===== config.mk =====
export PLATFORM = sky130hd
export DESIGN_NAME = aluop_decode_stage
export DESIGN_NICKNAME = d
export VERILOG_FILES = /design/src/rtl/aluop_decode_stage.sv
export SDC_FILE = /design/constraint.sdc
export NUM_CORES = 1
export LEC_CHECK = 0
export CORE_ASPECT_RATIO = 0.6
export CORE_MARGIN = 2
export CORE_UTILIZATION = 43
export CTS_BUF_LIST = sky130_fd_sc_hd__clkbuf_4 sky130_fd_sc_hd__clkbuf_8 sky130_fd_sc_hd__clkbuf_16
export DETAILED_ROUTE_END_ITERATION = 8
export PLACE_DENSITY = 0.88
export SYNTH_ARGS = -nofsm -noshare
export SYNTH_HDL_FRONTEND = slang
export SYNTH_SLANG_ARGS = --single-unit
export TNS_END_PERCENT = 1

===== constraint.sdc =====
create_clock -name clk_i -period 2.2 [get_ports clk_i]
set_clock_uncertainty 0.1 [all_clocks]
set_input_delay 0.22 -clock clk_i [delete_from_list [all_inputs] [get_ports clk_i]]
set_output_delay 0.22 -clock clk_i [all_outputs]
set_load 0.02 [all_outputs]

===== src/rtl/aluop_decode_stage.sv =====
// aluop_decode_stage: decodes the RV32 opcode of each accepted instruction into
// an ALU operation code plus ALU control bits, behind a valid/ready stage with a
// 2-entry buffer (output entry + skid entry) and a saturating illegal counter.
// Optional feature: define ALUOP_DECODE_MEXT_EN to decode the M extension
// (R-type with funct7 = 0000001) and drive mext_o; otherwise those are illegal.
//
// Handshake: a beat moves on a rising edge when valid and ready are both high.
// in_valid_i/instr_i are sampled only when in_ready_o is high; out_valid_o and
// the decoded outputs stay stable until out_ready_i is seen high.
module aluop_decode_stage #(
  parameter int INSTR_W = 32,
  parameter int ALUOP_W = 3,
  parameter int CNT_W   = 8
) (
  input  logic               clk_i,
  input  logic               rst_i,
  input  logic               in_valid_i,
  output logic               in_ready_o,
  input  logic [INSTR_W-1:0] instr_i,
  output logic               out_valid_o,
  input  logic               out_ready_i,
  output logic [ALUOP_W-1:0] aluop_o,
  output logic [3:0]         alu_ctrl_o,
  output logic               illegal_o,
  output logic               mext_o,
  input  logic               flush_i,
  input  logic               clr_cnt_i,
  output logic [CNT_W-1:0]   illegal_cnt_o
);

  typedef struct packed {
    logic [2:0] aluop;
    logic [3:0] ctrl;
    logic       ill;
    logic       mext;
  } entry_t;

  entry_t           dec;
  entry_t           out_q, out_d;
  entry_t           skid_q, skid_d;
  logic             out_valid_q, out_valid_d;
  logic             skid_valid_q, skid_valid_d;
  logic             in_ready_q, in_ready_d;
  logic [CNT_W-1:0] cnt_q, cnt_d;
  logic             accept;
  logic [2:0]       funct3;
  logic             unused_instr;

  // Bits of the instruction the decoder never looks at (rd, rs1, rs2).
  assign unused_instr = ^{instr_i[24:15], instr_i[11:7]};
  assign funct3       = instr_i[14:12];

  // Combinational opcode decode of the incoming instruction.
  always_comb begin
    dec = '0;
    unique case (instr_i[6:0])
      7'b0110011: begin
        if (instr_i[31:25] == 7'b0000001) begin
`ifdef ALUOP_DECODE_MEXT_EN
          dec.mext = 1'b1;
          dec.ctrl = {1'b0, funct3};
`else
          dec.ill  = 1'b1;
`endif
        end else begin
          dec.ctrl = {instr_i[30], funct3};
        end
      end
      7'b0010011: begin
        dec.aluop = 3'b001;
        // Only the shift-right immediate uses bit 30 (srli vs srai).
        dec.ctrl  = (funct3 == 3'b101) ? {instr_i[30], funct3} : {1'b0, funct3};
      end
      7'b1100011: begin
        dec.aluop = 3'b010;
        dec.ctrl  = {1'b0, funct3};
      end
      7'b1101111, 7'b1100111: dec.aluop = 3'b011;
      7'b0000011:             dec.aluop = 3'b100;
      7'b0100011:             dec.aluop = 3'b101;
      7'b0110111:             dec.aluop = 3'b110;
      7'b0010111:             dec.aluop = 3'b111;
      default:                dec.ill   = 1'b1;
    endcase
  end

  assign accept = in_valid_i & in_ready_q;

  // Next-state for the two buffer entries, the ready flag and the counter.
  always_comb begin
    out_d        = out_q;
    out_valid_d  = out_valid_q;
    skid_d       = skid_q;
    skid_valid_d = skid_valid_q;
    cnt_d        = cnt_q;

    if (flush_i) begin
      out_valid_d  = 1'b0;
      skid_valid_d = 1'b0;
    end else if (!out_valid_q || out_ready_i) begin
      // Output entry is free this edge: refill from skid first, then input.
      // in_ready_q is low whenever skid is full, so both cannot compete.
      if (skid_valid_q) begin
        out_d        = skid_q;
        out_valid_d  = 1'b1;
        skid_valid_d = 1'b0;
      end else if (accept) begin
        out_d       = dec;
        out_valid_d = 1'b1;
      end else begin
        out_valid_d = 1'b0;
      end
    end else if (accept) begin
      skid_d       = dec;
      skid_valid_d = 1'b1;
    end

    if (clr_cnt_i) begin
      cnt_d = '0;
    end else if (accept && dec.ill && !flush_i && !(&cnt_q)) begin
      cnt_d = cnt_q + CNT_W'(1);
    end

    in_ready_d = !skid_valid_d;
  end

  // State registers, asynchronously cleared by rst_i.
  always_ff @(posedge clk_i or posedge rst_i) begin
    if (rst_i) begin
      out_q        <= '0;
      out_valid_q  <= 1'b0;
      skid_q       <= '0;
      skid_valid_q <= 1'b0;
      in_ready_q   <= 1'b1;
      cnt_q        <= '0;
    end else begin
      out_q        <= out_d;
      out_valid_q  <= out_valid_d;
      skid_q       <= skid_d;
      skid_valid_q <= skid_valid_d;
      in_ready_q   <= in_ready_d;
      cnt_q        <= cnt_d;
    end
  end

  assign in_ready_o    = in_ready_q;
  assign out_valid_o   = out_valid_q;
  assign aluop_o       = out_valid_q ? ALUOP_W'(out_q.aluop) : '0;
  assign alu_ctrl_o    = out_valid_q ? out_q.ctrl : 4'b0000;
  assign illegal_o     = out_valid_q & out_q.ill;
  assign mext_o        = out_valid_q & out_q.mext;
  assign illegal_cnt_o = cnt_q;

endmodule


* Word level (Yosys, flattened, before mapping)
Cells that the tools add are included.
** Cells by class
- Add/sub/neg operators :: 1
- Eq/ne operators :: 11
- Multiplexer cells :: 19
- Bitwise logic cells :: 5
- Reduce and logical (&&, ||, !) cells :: 16
** Operator list (number)
- == test 7 x 6 -> 1 bit, second input constant :: 3
- == test 7 bit, second input constant :: 3
- case mux 3 bit (7 select lines) :: 1
- 2-to-1 mux 9 bit :: 2
- 2-to-1 mux 8 bit :: 2
- == test 7 x 5 -> 1 bit, second input constant :: 2
- 2-to-1 mux 4 bit :: 3
- case mux 4 bit (3 select lines) :: 1
- adder 8 x 1 -> 8 bit, second input constant :: 1
- 2-to-1 mux 1 bit :: 8
- AND reduction 8 bit :: 1
- OR reduction 8 bit :: 1
- == test 7 x 1 -> 1 bit, second input constant :: 1
- == test 7 x 2 -> 1 bit, second input constant :: 1
- AND reduction 3 bit :: 2
- nonzero test 2 bit :: 3
- logical NOT 1 bit :: 4
- AND 1 bit :: 3
- == test 3 bit, second input constant :: 1
- logical AND 1 bit :: 3
- 2-to-1 mux 3 bit :: 1
- inverter 1 bit :: 2
- case mux 1 bit (2 select lines) :: 1
- OR reduction 2 bit :: 1
- logical OR 1 bit :: 1
** Storage, ports and cells
- Flip-flop bits (word level) :: 28
- Input port bits :: 38
- Output and inout port bits :: 19
- Logic and storage cells :: 63

* Longest topological paths before layout
Gate-level depths: netlist of run 1.
- Depth in word-level cells :: 8
- Mapped depth :: 6

* Worst setup path after synthesis of run 1
No wires, ideal clock.
- Path kind :: reg-to-reg
- Start point :: reg cnt_q[0], in the netlist illegal_cnt_o[0]
- End point :: reg cnt_q[5], in the netlist illegal_cnt_o[5]
- Data arrival time :: 1.759 ns
- Required time :: 1.975 ns
- Slack :: 0.216 ns
- Cell stages (with the launch flop) :: 7
- Path buffers :: 1
- Period minus slack after synthesis :: 1.984 ns
- Cell sequence :: dfrtp_1 ha_1 nand4_1 nand2_1 clkbuf_1 nor4_1 mux2_2
** Between the ends
- Longest elaborated chain between the ends :: 4
- Elaborated cells on any way between the ends :: 7
- Classes of those cells :: 1 x add/sub; 2 x mux; 4 x reduce/logical
** Ends and longest elaborated chain
- start: declaration :: line 44 : logic [CNT_W-1:0] cnt_q, cnt_d;
- start signal: assignment :: line 142 : cnt_q <= cnt_d;
- branches (longest 4 deep; another with adder 8 x 1 -> 8 bit)
Parallel ways; which one is timed is not known. The select of a mux whose other input is x is not followed.
A chain may end at the register's enable or synchronous reset.

* Worst setup path in the final report of run 1
- Start point :: in instr_i[30]
- End point :: reg cnt_q[7], in the netlist illegal_cnt_o[7]
** Between the ends
- Longest elaborated chain between the ends :: 7
** Ends and longest elaborated chain
- start: declaration :: line 19 : input logic [INSTR_W-1:0] instr_i,
- == test 7 x 1 -> 1 bit :: line 58 : if (instr_i[31:25] == 7'b0000001) begin
- 2-to-1 mux 1 bit :: line 58
- case mux 1 bit (2 select lines) :: line 56 : unique case (instr_i[6:0])
- logical AND 1 bit (3 in a row) :: line 120 : end else if (accept && dec.ill && !flush_i && !(&cnt_q)) begin
- nonzero test 2 bit (no source line)
No other way between the ends.

==> results of run 1 <==
-- logic make-up (layout without fill, tap and decap cells) --
logic type	Yosys count	after routing	synth area share [%]
other	1	1	0.254
AO/OA/AOI/OAI	46	46	20.8
flip-flops	27	27	45.8
buffers and inverters	15	67	4.15
multiplexers	3	3	2.20
XOR/XNOR	1	1	0.593
adder cells (fa/ha/maj)	1	1	0.847
AND/OR/NAND/NOR	68	68	25.3
-- critical path, cell delays in order --
cell	delay [ps]
clkdlybuf4s50_1	420
nor4_1	280
a211oi_1	140
a311o_2	440
or4_1	510
a21oi_1	170
-- cell usage in the layout (no fill, tap or decap), drive strengths merged --
cell,count
a211oi,1
a21oi,12
a311o,1
and2,9
and4,1
and4bb,1
buf,15
clkbuf,3
clkdlybuf4s50,40
clkinvlp,1
conb,1
dfrtp,26
dfstp,1
ha,1
inv,8
mux2,2
mux2i,1
nand2,18
nand2b,1
nand3,4
nand3b,2
nand4,2
nand4bb,1
nor2,10
nor2b,4
nor3,4
nor3b,1
nor4,2
o211ai,4
o21a,9
o21ai,7
o21ba,1
o311ai,3
o31ai,8
or2b,1
or3,2
or4,5
xnor2,1
-- cell usage after synthesis (all sizes together) --
library cell,count
or3,2
conb,1
mux2i,1
a211oi,1
a311o,1
o211ai,4
or4,5
nor2b,4
o21ai,7
nand4,2
nor2,10
o31ai,8
nand3,4
nand4bb,1
nand3b,2
and4,1
nor4,2
o21ba,1
nor3,4
ha,1
inv,8
xnor2,1
or2b,1
o311ai,3
mux2,2
dfstp,1
nand2b,1
buf,3
nand2,18
a21oi,12
o21a,9
and2,9
and4bb,1
clkbuf,4
dfrtp,26
nor3b,1
-- layer usage --
metal  wire [um]  up-vias  track usage (%)
met5           0        -                0
met4          21        0             2.59
met3         222        5             4.63
met2        1540       43             29.3
met1        1670      613             27.8
li1            -      689                -
-- area by class of cell --
cell class	instances	area share (%)
clock buffers	3	1.99
clock inverters	1	0.363
inverters	8	1.45
multi-input cells	120	36.0
flip-flops and latches	27	32.7
well taps	45	2.72
repair buffers	55	24.8
-- sequential cells by signal (all words and copies together) (netlist names) --
name	flops
in_ready_o	1
skid_q	8
out_valid_o	1
illegal_cnt_o	8
out_q	8
skid_valid_q	1
-- final timing paths --
check                                             start                            to  slack [ps]  cells after the start
setup reg to reg           illegal_cnt_o[0]$_DFFE_PP0P_  illegal_cnt_o[7]$_DFFE_PP0P_         210                      5
setup / recovery                            instr_i[30]  illegal_cnt_o[7]$_DFFE_PP0P_         130                      6
max in group asynchronous                         rst_i          in_ready_o$_DFF_PP1_        1510                      3
hold reg to reg                   skid_q[3]$_DFFE_PP0P_         skid_q[3]$_DFFE_PP0P_         390                      2
hold / removal                                    rst_i          out_q[4]$_DFFE_PP0P_         190                      3
min in group clk_i                skid_q[3]$_DFFE_PP0P_         skid_q[3]$_DFFE_PP0P_         390                      2
-- power breakdown --
group / leakage (nW) / internal [mW] / switching, mW
clock: 0.0217 / 0.129 / 0.165
combinational: 0.455 / 0.118 / 0.0996
sequential: 0.351 / 0.531 / 0.0233
-- stage by stage --
step                TNS (ps)  cell area (um^2)
floorplan                  0              1480
global placement       -1180              2010
detailed placement     -1620              2010
CTS                        0              2060
global route               0              2070
finish                     0              2070
==> metrics list, run 1 <==
- After synthesis the netlist holds a flip-flop and latch count of 27.
- Clk slew on worst S/H paths: 100 ps
- Syn nets: 201
* Worst-path fanout max: 12
- For the worst-skew pair, the clock arrives at the later sink with an insertion delay of 280 ps.
- The wire-length estimate of the detail-placed layout is 2.58 mm.
* Sequential area share after synthesis: 45.8%
* Count of fill cells added during filler insertion: 278
* Chip height: 49.4 um
* Post-CTS Setup Inserts: 0
* Critical Path RT: 2300 ps
- The worst-case IR drop observed on VDD is 0.000349 V.
- Fmax achieved: 482 MHz
- Setup repair after global routing missed its margin: false
- Number of global-route vias before repair: 1234
- The congestion estimate from routability-driven global placement came to 0.811.
- The initial antenna violation count came to 0.
* Final antenna-violating net count: 0
* First-pass GRT wire length: 5.85 mm
- Pin count of the biggest net entering global routing: 28
- Vias per Instance: 5.21
- Buffer type at the clock tree root: clkbuf_8
- Maximum count of clock buffers along a single path: 2
* First-pass detailed-route iteration total: 4
- Final-report setup violation count: 0
- For this run, the post-layout net count is 254.
- By startpoint and endpoint, the worst setup path is classified as in2reg.
- Library cells used by synthesis: 40
- In the final layout, the multi-input gates occupy 746 um^2.
* Global-route usage over all layers: 19.0%
- The area growth from synthesis to layout is 40.3%.
- The number of pins exceeding their max-slew limit in the final report was 0.
* Total power of the final layout: 1.07 mW
- Post-place setup slack: -241 ps
- The largest total area in the synthesized netlist belongs to dfrtp_1.
- Summing all flip-flop and latch instances after layout gives 677 um^2.
* Critical Path Source Type: primary input
- I/O pin total: 57
* Die Outline Area: 0.00393 mm^2
- In the final routed layout, each cell accounts on average for 13.3 um.
- Count of H-tree levels built during CTS: 1
- The synthesized netlist occupies a cell area of 0.00148 mm^2.
- Critical Path Sink Type: flip-flop
* Number of vias after detailed routing: 1350
- The analysis attributes to cell leakage a power of 0.827 nW.
* Starting Density: 45.2%
- Worst hold slack after final layout: 193 ps
- Averaged over all synthesized cells, the footprint is 9.11 um^2.
* Total wirelength of the detailed-routed design: 3.45 mm
* CTS tree: done
- Number of resized instances in the post-cts repair step: 0
- Core outline area: 0.00326 mm^2
- The flow ran to the end, and the final reports show no timing, DRC or antenna violations.
- TritonCTS buffer count: 3
- Post-route worst setup slack: 125 ps
- Die X: 79.6 um
- Dividing total power by cell area gives a power density of 515 mW/mm^2.
- Number of placement rows: 16
- Total clock sinks: 27
- After synthesis, the largest area contributor takes up 44.1% of total cell area.
* Synthesized instance count: 162
- After detailed placement, the design holds a cell count of 255.
- Minimum clock period after layout: 2070 ps
- The tool flagged a number of max-cap violations equal to 0.
- In the finished design, the share of the clock period the worst path needs comes to 94.3%.
- Of the cells placed in the final design, the portion with a size suffix greater than 1 is 12.6%.
* Count of inserted antenna diode cells: 0
* CTS Hold Buffers Added: 0
- Post-route non-filler standard cell count: 259
- Port Buf Inserts: 40
- Total congestion overflow: 0
- Critical path data arrival time: 2170 ps
- Cells fill 63.5% of the core in the end.
- Final number of hold-violating endpoints: 0
- After detailed routing, the number of remaining DRC violations is 0.
- The worst hold path belongs to the class in2async.
* Yosys warning count: 0
- Top cells by area, synth: dfrtp_1 44%, nand2_1 4.6%, o21a_1 4.6%, a21oi_1 4.1%, o31ai_1 4.1%
* Drt initial violations: 79
(Power assumes the default switching activity.)
==> inputs of run 2 (changes only) <==
CORE_UTILIZATION = 39   (was 43)
CTS_CLUSTER_SIZE = 30   (was unset)
PLACE_DENSITY = 0.84   (was 0.88)
clock period = 1.9 ns   (was 2.2 ns; I/O delays follow)
==> metrics list, run 2 (synthesis results as in run 1) <==
* Vias per Instance: 5.37 (+3.0%)
- Leakage power: 0.968 nW (+17%)
- The flow ran to the end, and the final reports show no timing, DRC or antenna violations.
* Number of global-route vias before repair: 1399 (+13%)
- The worst setup path is captured at a flip-flop.
- Layer with the highest usage after global routing: met2
* Final-report setup violation count: 0 (unchanged)
- The met3 routing resource usage after global routing came to 4.13% (-0.50 points).
- The total number of placement rows was 17 (+1).
- The number of pins exceeding their max-slew limit in the final report came to 0 (unchanged).
- The clock-pin slew of the registers on the worst-case setup and hold paths is 100 ps (about the same).
- The placer's final routability congestion estimate was 0.821 (+1.2%).
- Final antenna-violating net count: 0 (unchanged)
* Power density cells: 545 mW/mm^2 (+6.0%)
* Total wirelength of the detailed-routed design: 4.23 mm (+22%)
* Total clock sinks: 27 (unchanged)
- The placeable core region came to 0.00366 mm^2 (+12%).
- The die extent in y was 51.7 um (+4.6%).
- Pin count of the biggest net entering global routing: 28 (unchanged)
* CTS Hold Buffers Added: 0 (unchanged)
- Worst hold slack after final layout: 171 ps (-21.7 ps)
* Met1 usage in global routing: 30.4% (+2.6 points)
* Remaining routing DRC violations: 0 (unchanged)
- Fmax achieved: 537 MHz
* Layout cell share with drive strength beyond 1: 26.8% (+14 points)
- Count of inserted antenna diode cells: 0 (unchanged)
* Port Buf Inserts: 40 (unchanged)
- Category of the most critical setup path: in2reg
- The final critical path takes up 98.0% of the cycle.
* Worst flop-to-flop path endpoint: illegal_cnt_o[7]$_DFFE_PP0P_
* Global-route usage over all layers: 20.5% (+1.5 points)
* Clock group share of total power: 26.6% (-0.9 points)
* Part of the power in registers: 50.8% (-1.3 points)
* First-pass detailed-route iteration total: 4 (unchanged)
- Critical path data arrival time: 1950 ps (-220 ps)
- Post-route worst setup slack: 38.1 ps (-87.0 ps)
* Path type of the worst min-delay path: in2async
* Wire per inst: 15.0 um (+12%)
- The number of design-rule violations left by the first detailed-router iteration is 137 (+73%).
- The switching portion of total power came to 27.5% (+0.56 points).
- Setup repair after global routing could not meet its margin everywhere.
* First-pass GRT wire length: 7.04 mm (+20%)
* Number of vias after detailed routing: 1514 (+12%)
* Max stage delay on crit path: 380 ps (-130 ps)
- Count of fill cells added during filler insertion: 303 (+9.0%)
- Area overhead of the layout relative to synthesis: 56.6%
- The number of H-tree branching levels was 1 (unchanged).
- The post-detailed-placement half-perimeter wirelength was 2.72 mm (+5.5%).
- In the layout the commonest cells are 33 x buf_4, 26 x clkdlybuf4s50_1, 23 x dfrtp_1.
- TritonCTS built the clock tree.
* Maximum count of clock buffers along a single path: 2 (unchanged)
* Most frequent standard cell in the layout excluding fill and tap cells: buf_4
- The met2 usage in global routing is 31.9% (+2.6 points).
- Post-place setup slack: -540 ps (-299 ps)
- The maximum fanout along the worst path was 5 (-7).
* Endpoint of the worst setup timing path: illegal_cnt_o[0]$_DFFE_PP0P_
- The I/O pin count came to 57 (unchanged).
- The setup slack of the most critical reg-to-reg path came to 70 ps (-140 ps).
- The die width came to 83.4 um (+4.8%).
* Crit path cell chain: dlygate4sd2_1 > nor4_2 > a211oi_2 > a311o_2 > buf_12 > buf_4 > or3_1 > a21oi_1
- Switching pwr: 0.347 mW (+21%)
* Final number of hold-violating endpoints: 0 (unchanged)
* Reg2reg start: illegal_cnt_o[0]$_DFFE_PP0P_
- The root buffer cell chosen for the clock tree is clkbuf_8.
- Cell with the biggest individual delay on the critical path: a311o_2
* Initial antenna violation count: 0 (unchanged)
- The max-capacitance violation count came to 0 (unchanged).
* Minimum clock period after layout: 1860 ps
- The sum of overflow across all layers after global routing was 0 (unchanged).
* Critical Path Source Type: primary input
- The area of the die is 0.00431 mm^2 (+9.6%).
- The count of placed standard cells including taps is 270 (+5.9%).
* Critical Path RT: 1990 ps (-310 ps)
* TritonCTS buffer count: 3 (unchanged)
- The peak ir drop on the vdd network was 0.000415 V (+19%).
* Post-route non-filler standard cell count: 282 (+8.9%)
- Portion of total power attributed to combinational logic: 22.6% (+2.2 points)
* Launching instance or port of the critical path: instr_i[29]
- Starting Density: 40.4% (-4.9 points)
- P_int: 0.914 mW (+17%)
- The number of nets in the layout was 275 (+8.3%).
- Clock latency reported for the late side of the worst-skew pair: 280 ps (about the same)
* R2r worst-path depth: 6 (+1)
run 2: cell count changes in the layout (fill, tap and decap cells not counted), moves of 4 or more:
| cell | change |
|---|---|
| a21oi_1 | -4 |
| a21oi_2 | +4 |
| buf_4 | +18 |
| clkdlybuf4s50_1 | -14 |
| dlygate4sd2_1 | +12 |
| or4_1 | -4 |
| or4_4 | +4 |
run 2: power by group through the flow:
stage          logic [mW]  clock network, mW  registers (mW)
2_1_floorplan       0.122                  0           0.651
3_3_place_gp        0.260                  0           0.648
6_report            0.285              0.336           0.641
3_5_place_dp        0.266                  0           0.650
5_1_grt             0.309              0.363           0.646
4_1_cts             0.277              0.343           0.639
run 2: layer usage:
layer  routed length, um  up-vias  part of all wire [%]
li1                    -      736                     -
met1                2010      727                    47
met2                1930       47                    46
met3                 246        4                   5.8
met4                  42        0                  0.99
met5                   0        -                     0
run 2: timing repair:
action	CTS	global route
resized for setup	27	9
endpoints found under the setup margin	11	7
setup buffers	7	1
pin swaps	7	10
run 2: cell type report:
| cell class | instances | area, um^2 | area share, % |
|---|---|---|---|
| clock buffers | 3 | 41.3 | 1.79 |
| clock inverters | 1 | 7.51 | 0.325 |
| inverters | 8 | 30.0 | 1.30 |
| multi-input cells | 120 | 818 | 35.4 |
| flip-flops and latches | 27 | 681 | 29.4 |
| well taps | 47 | 58.8 | 2.54 |
| repair buffers | 76 | 676 | 29.2 |
run 2: worst max-delay path, delay by kind of cell:
kind / cells / cell delay, ps
AOI/OAI and AO/OA: 3 / 650
and+or+nand+nor: 2 / 590
buffers and inverters: 3 / 520
run 2: worst min path at each step:
stage | endpoint | slack (ps)
finish | illegal_cnt_o[3]$_DFFE_PP0P_ | 170
global route | illegal_cnt_o[4]$_DFFE_PP0P_ | 260
CTS | illegal_cnt_o[5]$_DFFE_PP0P_ | 180
detailed placement | skid_q[3]$_DFFE_PP0P_ | 370
global placement | skid_q[7]$_DFFE_PP0P_ | 360
floorplan | illegal_cnt_o[2]$_DFFE_PP0P_ | 140
run 2: metrics by stage:
step           util [%]  area (um^2)  power [mW]  TNS [ps]
3_5_place_dp       57.9         2120       0.917     -4990
2_1_floorplan         -         1480       0.773         0
4_1_cts            61.9         2270        1.26         0
5_1_grt            63.2         2310        1.32      -174
3_3_place_gp       57.9         2120       0.908     -4100
6_report           63.2         2310        1.26         0
==> inputs of run 3 (changes only) <==
ABC_AREA = 1   (was unset)
CORE_UTILIZATION = 40   (was 39)
==> metrics list, run 3 <==
- Clk slew on worst S/H paths: 90 ps (about the same)
- The worst setup path is launched from a flip-flop.
- Total wirelength of the detailed-routed design: 3.76 mm (-11%)
- The total number of placement rows is 17 (unchanged).
- In the layout the commonest cells are 66 x nand2_1, 40 x clkdlybuf4s50_1, 27 x nor2_1, 27 x nand3_1, 25 x dfrtp_1.
- The total global-route track usage was 18.7% (-1.8 points).
* Peak VDD IR: 0.000217 V (-48%)
* Buffer type at the clock tree root: clkbuf_8
* Drt initial violations: 113 (-18%)
- Pins Over Slew Limit: 0 (unchanged)
- The share of layout cells above drive strength 1 was 12.0% (-15 points).
* I/O pin total: 57 (unchanged)
- The total non-filler cell area in the finished layout was 0.00211 mm^2 (-8.5%).
* Starting Density: 42.6% (+2.2 points)
* Total Negative Setup Slacks: 0 ps (unchanged)
- The setup slack of the most critical reg-to-reg path was 220 ps (+150 ps).
- Area overhead of the layout relative to synthesis: 31.8%
* Number of vias after detailed routing: 1525 (+0.73%)
- The shortest period the worst path allows came to 1820 ps (-41.1 ps).
- Post-CTS Setup Inserts: 0 (-7)
* Final-report setup violation count: 0 (unchanged)
* Placement-stage cell area: 0.00207 mm^2 (-2.4%)
* Maximum count of clock buffers along a single path: 2 (unchanged)
- First-pass detailed-route iteration total: 4 (unchanged)
- Vias per Instance: 4.87 (-9.2%)
* Most frequent standard cell in the layout excluding fill and tap cells: nand2_1
- The count of buffers from port buffering was 40 (unchanged).
- EDFF count, synth: 0 (unchanged)
- Half-perimeter wire length after detailed placement: 3.00 mm (+10%)
* Critical path data arrival time: 1530 ps (-420 ps)
- Initial antenna violation count: 0 (unchanged)
* R2r worst-path depth: 8 (+2)
- The count of placed standard cells including taps was 309 (+14%).
- The maximum clock rate came to 549 MHz (+2.3%).
* Routability congestion estimate: 0.826 (+0.69%)
- First-pass GRT wire length: 6.60 mm (-6.3%)
- Library cells used by synthesis: 29 (-28%)
* Path type of the worst min-delay path: in2async
- TritonCTS built the clock tree.
* Final antenna-violating net count: 0 (unchanged)
* Setup repair after global routing missed its margin: false
- Power density cells: 611 mW/mm^2 (+12%)
* Count of H-tree levels built during CTS: 1 (unchanged)
* Fin nets: 306 (+11%)
- Core outline area: 0.00376 mm^2 (+2.9%)
- Post-synthesis sequential element count: 27 (unchanged)
* Share of the synthesized area in the top cell type: 40.6% (-3.5 points)
* Post-route non-filler standard cell count: 313 (+11%)
- The number of DRC violations after detailed routing was 0 (unchanged).
- Die Outline Area: 0.00455 mm^2 (+5.5%)
- The routed wire length per instance is 12.0 um (-20%).
* Leakage power: 1.07 nW (+11%)
- Mean area per synthesized cell: 7.23 um^2 (-21%)
- The data required time of the critical path is 1610 ps (-380 ps).
- Yosys warning count: 0 (unchanged)
- Total clock sinks: 27 (unchanged)
- Reg2reg start: skid_valid_q$_DFF_PP0_
- Largest area contributor in the synthesized netlist: dfrtp_1
- The sequential cell area fraction in the yosys report was 42.2% (-3.6 points).
- Asr flop ratio synth: 100% (unchanged)
- Count of max-cap constraint violations: 0 (unchanged)
- In this run the critical register-to-register path is captured at out_q[7]$_DFFE_PP0P_.
* Final cycle utilization of the critical path: 95.8% (-2.2 points)
- The later-pin clock latency in the skew report is 270 ps (about the same).
- Top cells by area, synth: dfrtp_1 41%, nand2_1 15%, nand3_1 8.4%, nor2_1 6.3%, inv_1 4.4%
* Category of the most critical setup path: reg2out
* Count of inserted antenna diode cells: 0 (unchanged)
- In the post-synthesis netlist, the cell with the most instances is nand2_1.
- Combined area of all synthesized cells: 0.00160 mm^2 (+8.6%)
- Top flip-flop cell by instance count after synthesis: dfrtp_1
- The post-route worst hold slack is 170 ps (-1.44 ps).
- The number of nets produced by synthesis came to 261 (+30%).
- Final number of hold-violating endpoints: 0 (unchanged)
* TritonCTS buffer count: 3 (unchanged)
* Pin count of the biggest net entering global routing: 28 (unchanged)
- STA classifies the critical path endpoint as an output pin.
* Synthesized instance count: 222 (+37%)
* Die X: 85.8 um (+2.8%)
* Outcome: finished, final reports clean
- Worst-path fanout max: 4 (-1)
- Number of global-route vias before repair: 1460 (+4.4%)
- The die extent in y is 53.1 um (+2.7%).
- The commonest cells after synthesis are 66 x nand2_1, 27 x nand3_1, 27 x nor2_1.
- Total congestion overflow: 0 (unchanged)
run 3: changes by cell type in the layout (fill, tap and decap cells not counted), moves of 9 or more:
cell and change:
nand2_1 +48, buf_4 -29, nand3_1 +23, clkdlybuf4s50_1 +14
o21a_1 -9, dlygate4sd2_1 -12, inv_1 +11, nor2_1 +17
run 3: critical path: stages, from the launching register on:
cell and delay [ps]:
dfrtp_2 420, buf_4 150, nand2_1 40, inv_1 40, clkdlybuf4s50_1 600
run 3: report_power, final:
group / leakage [nW] / switching (mW) / internal [mW]
sequential: 0.354 / 0.0404 / 0.627
combinational: 0.695 / 0.160 / 0.147
clock: 0.0255 / 0.171 / 0.147
run 3: final cells by class:
class | count | area, um^2
clock buffers | 3 | 41.3
clock inverters | 1 | 5.00
fillers | 334 | 1650
inverters | 28 | 108
multi-input cells | 163 | 793
flip-flops and latches | 27 | 678
well taps | 47 | 58.8
repair buffers | 44 | 430
run 3: timing repair:
item,in CTS,in global routing
hold endpoints to repair,0,0
setup endpoints to repair,0,8
hold buffers,0,0
resized for setup,0,1
run 3: kinds of logic (layout without fill, tap and decap cells):
| kind of cell | after synthesis | after routing | share of synthesized area, % |
|---|---|---|---|
| and+or+nand+nor | 139 | 139 | 39.4 |
| buffers and inverters | 32 | 76 | 8.35 |
| DFF | 27 | 27 | 42.2 |
| AOI/OAI and AO/OA | 17 | 17 | 6.32 |
| xor gates and xnor gates | 5 | 5 | 2.73 |
| adders and majority gates | 1 | 1 | 0.780 |
| other | 1 | 1 | 0.234 |
run 3: worst max-delay path by stage:
stage                       startpoint                      endpoint  slack (ps)  depth (start not counted)
5_1_grt        out_valid_o$_DFFE_PP0P_                    aluop_o[2]          10                          4
3_3_place_gp                instr_i[4]  illegal_cnt_o[7]$_DFFE_PP0P_         120                         10
4_1_cts        out_valid_o$_DFFE_PP0P_                 alu_ctrl_o[1]          20                          4
2_1_floorplan  out_valid_o$_DFFE_PP0P_         skid_q[1]$_DFFE_PP0P_         400                         10
6_report       out_valid_o$_DFFE_PP0P_                 alu_ctrl_o[1]          80                          4
3_5_place_dp                instr_i[4]  illegal_cnt_o[3]$_DFFE_PP0P_          80                         10
run 3: per-stage QoR:
step | worst slack (ps) | power [mW] | util (%)
global placement | 121 | 0.977 | 54.9
floorplan | 396 | 0.844 | -
finish | 79.3 | 1.29 | 56.2
global route | 9.53 | 1.37 | 56.2
CTS | 17.5 | 1.31 | 56.1
detailed placement | 75.1 | 0.986 | 54.9
run 3: per-layer routing:
layer / up-vias / part of all wire [%] / GRT usage, % / wire [um]
met4: 0 / 0.32 / 3.70 / 12
met2: 37 / 45 / 30.5 / 1700
met1: 701 / 50 / 26.2 / 1880
met3: 2 / 4.7 / 3.43 / 176
li1: 785 / - / - / -
met5: - / 0 / 0 / 0
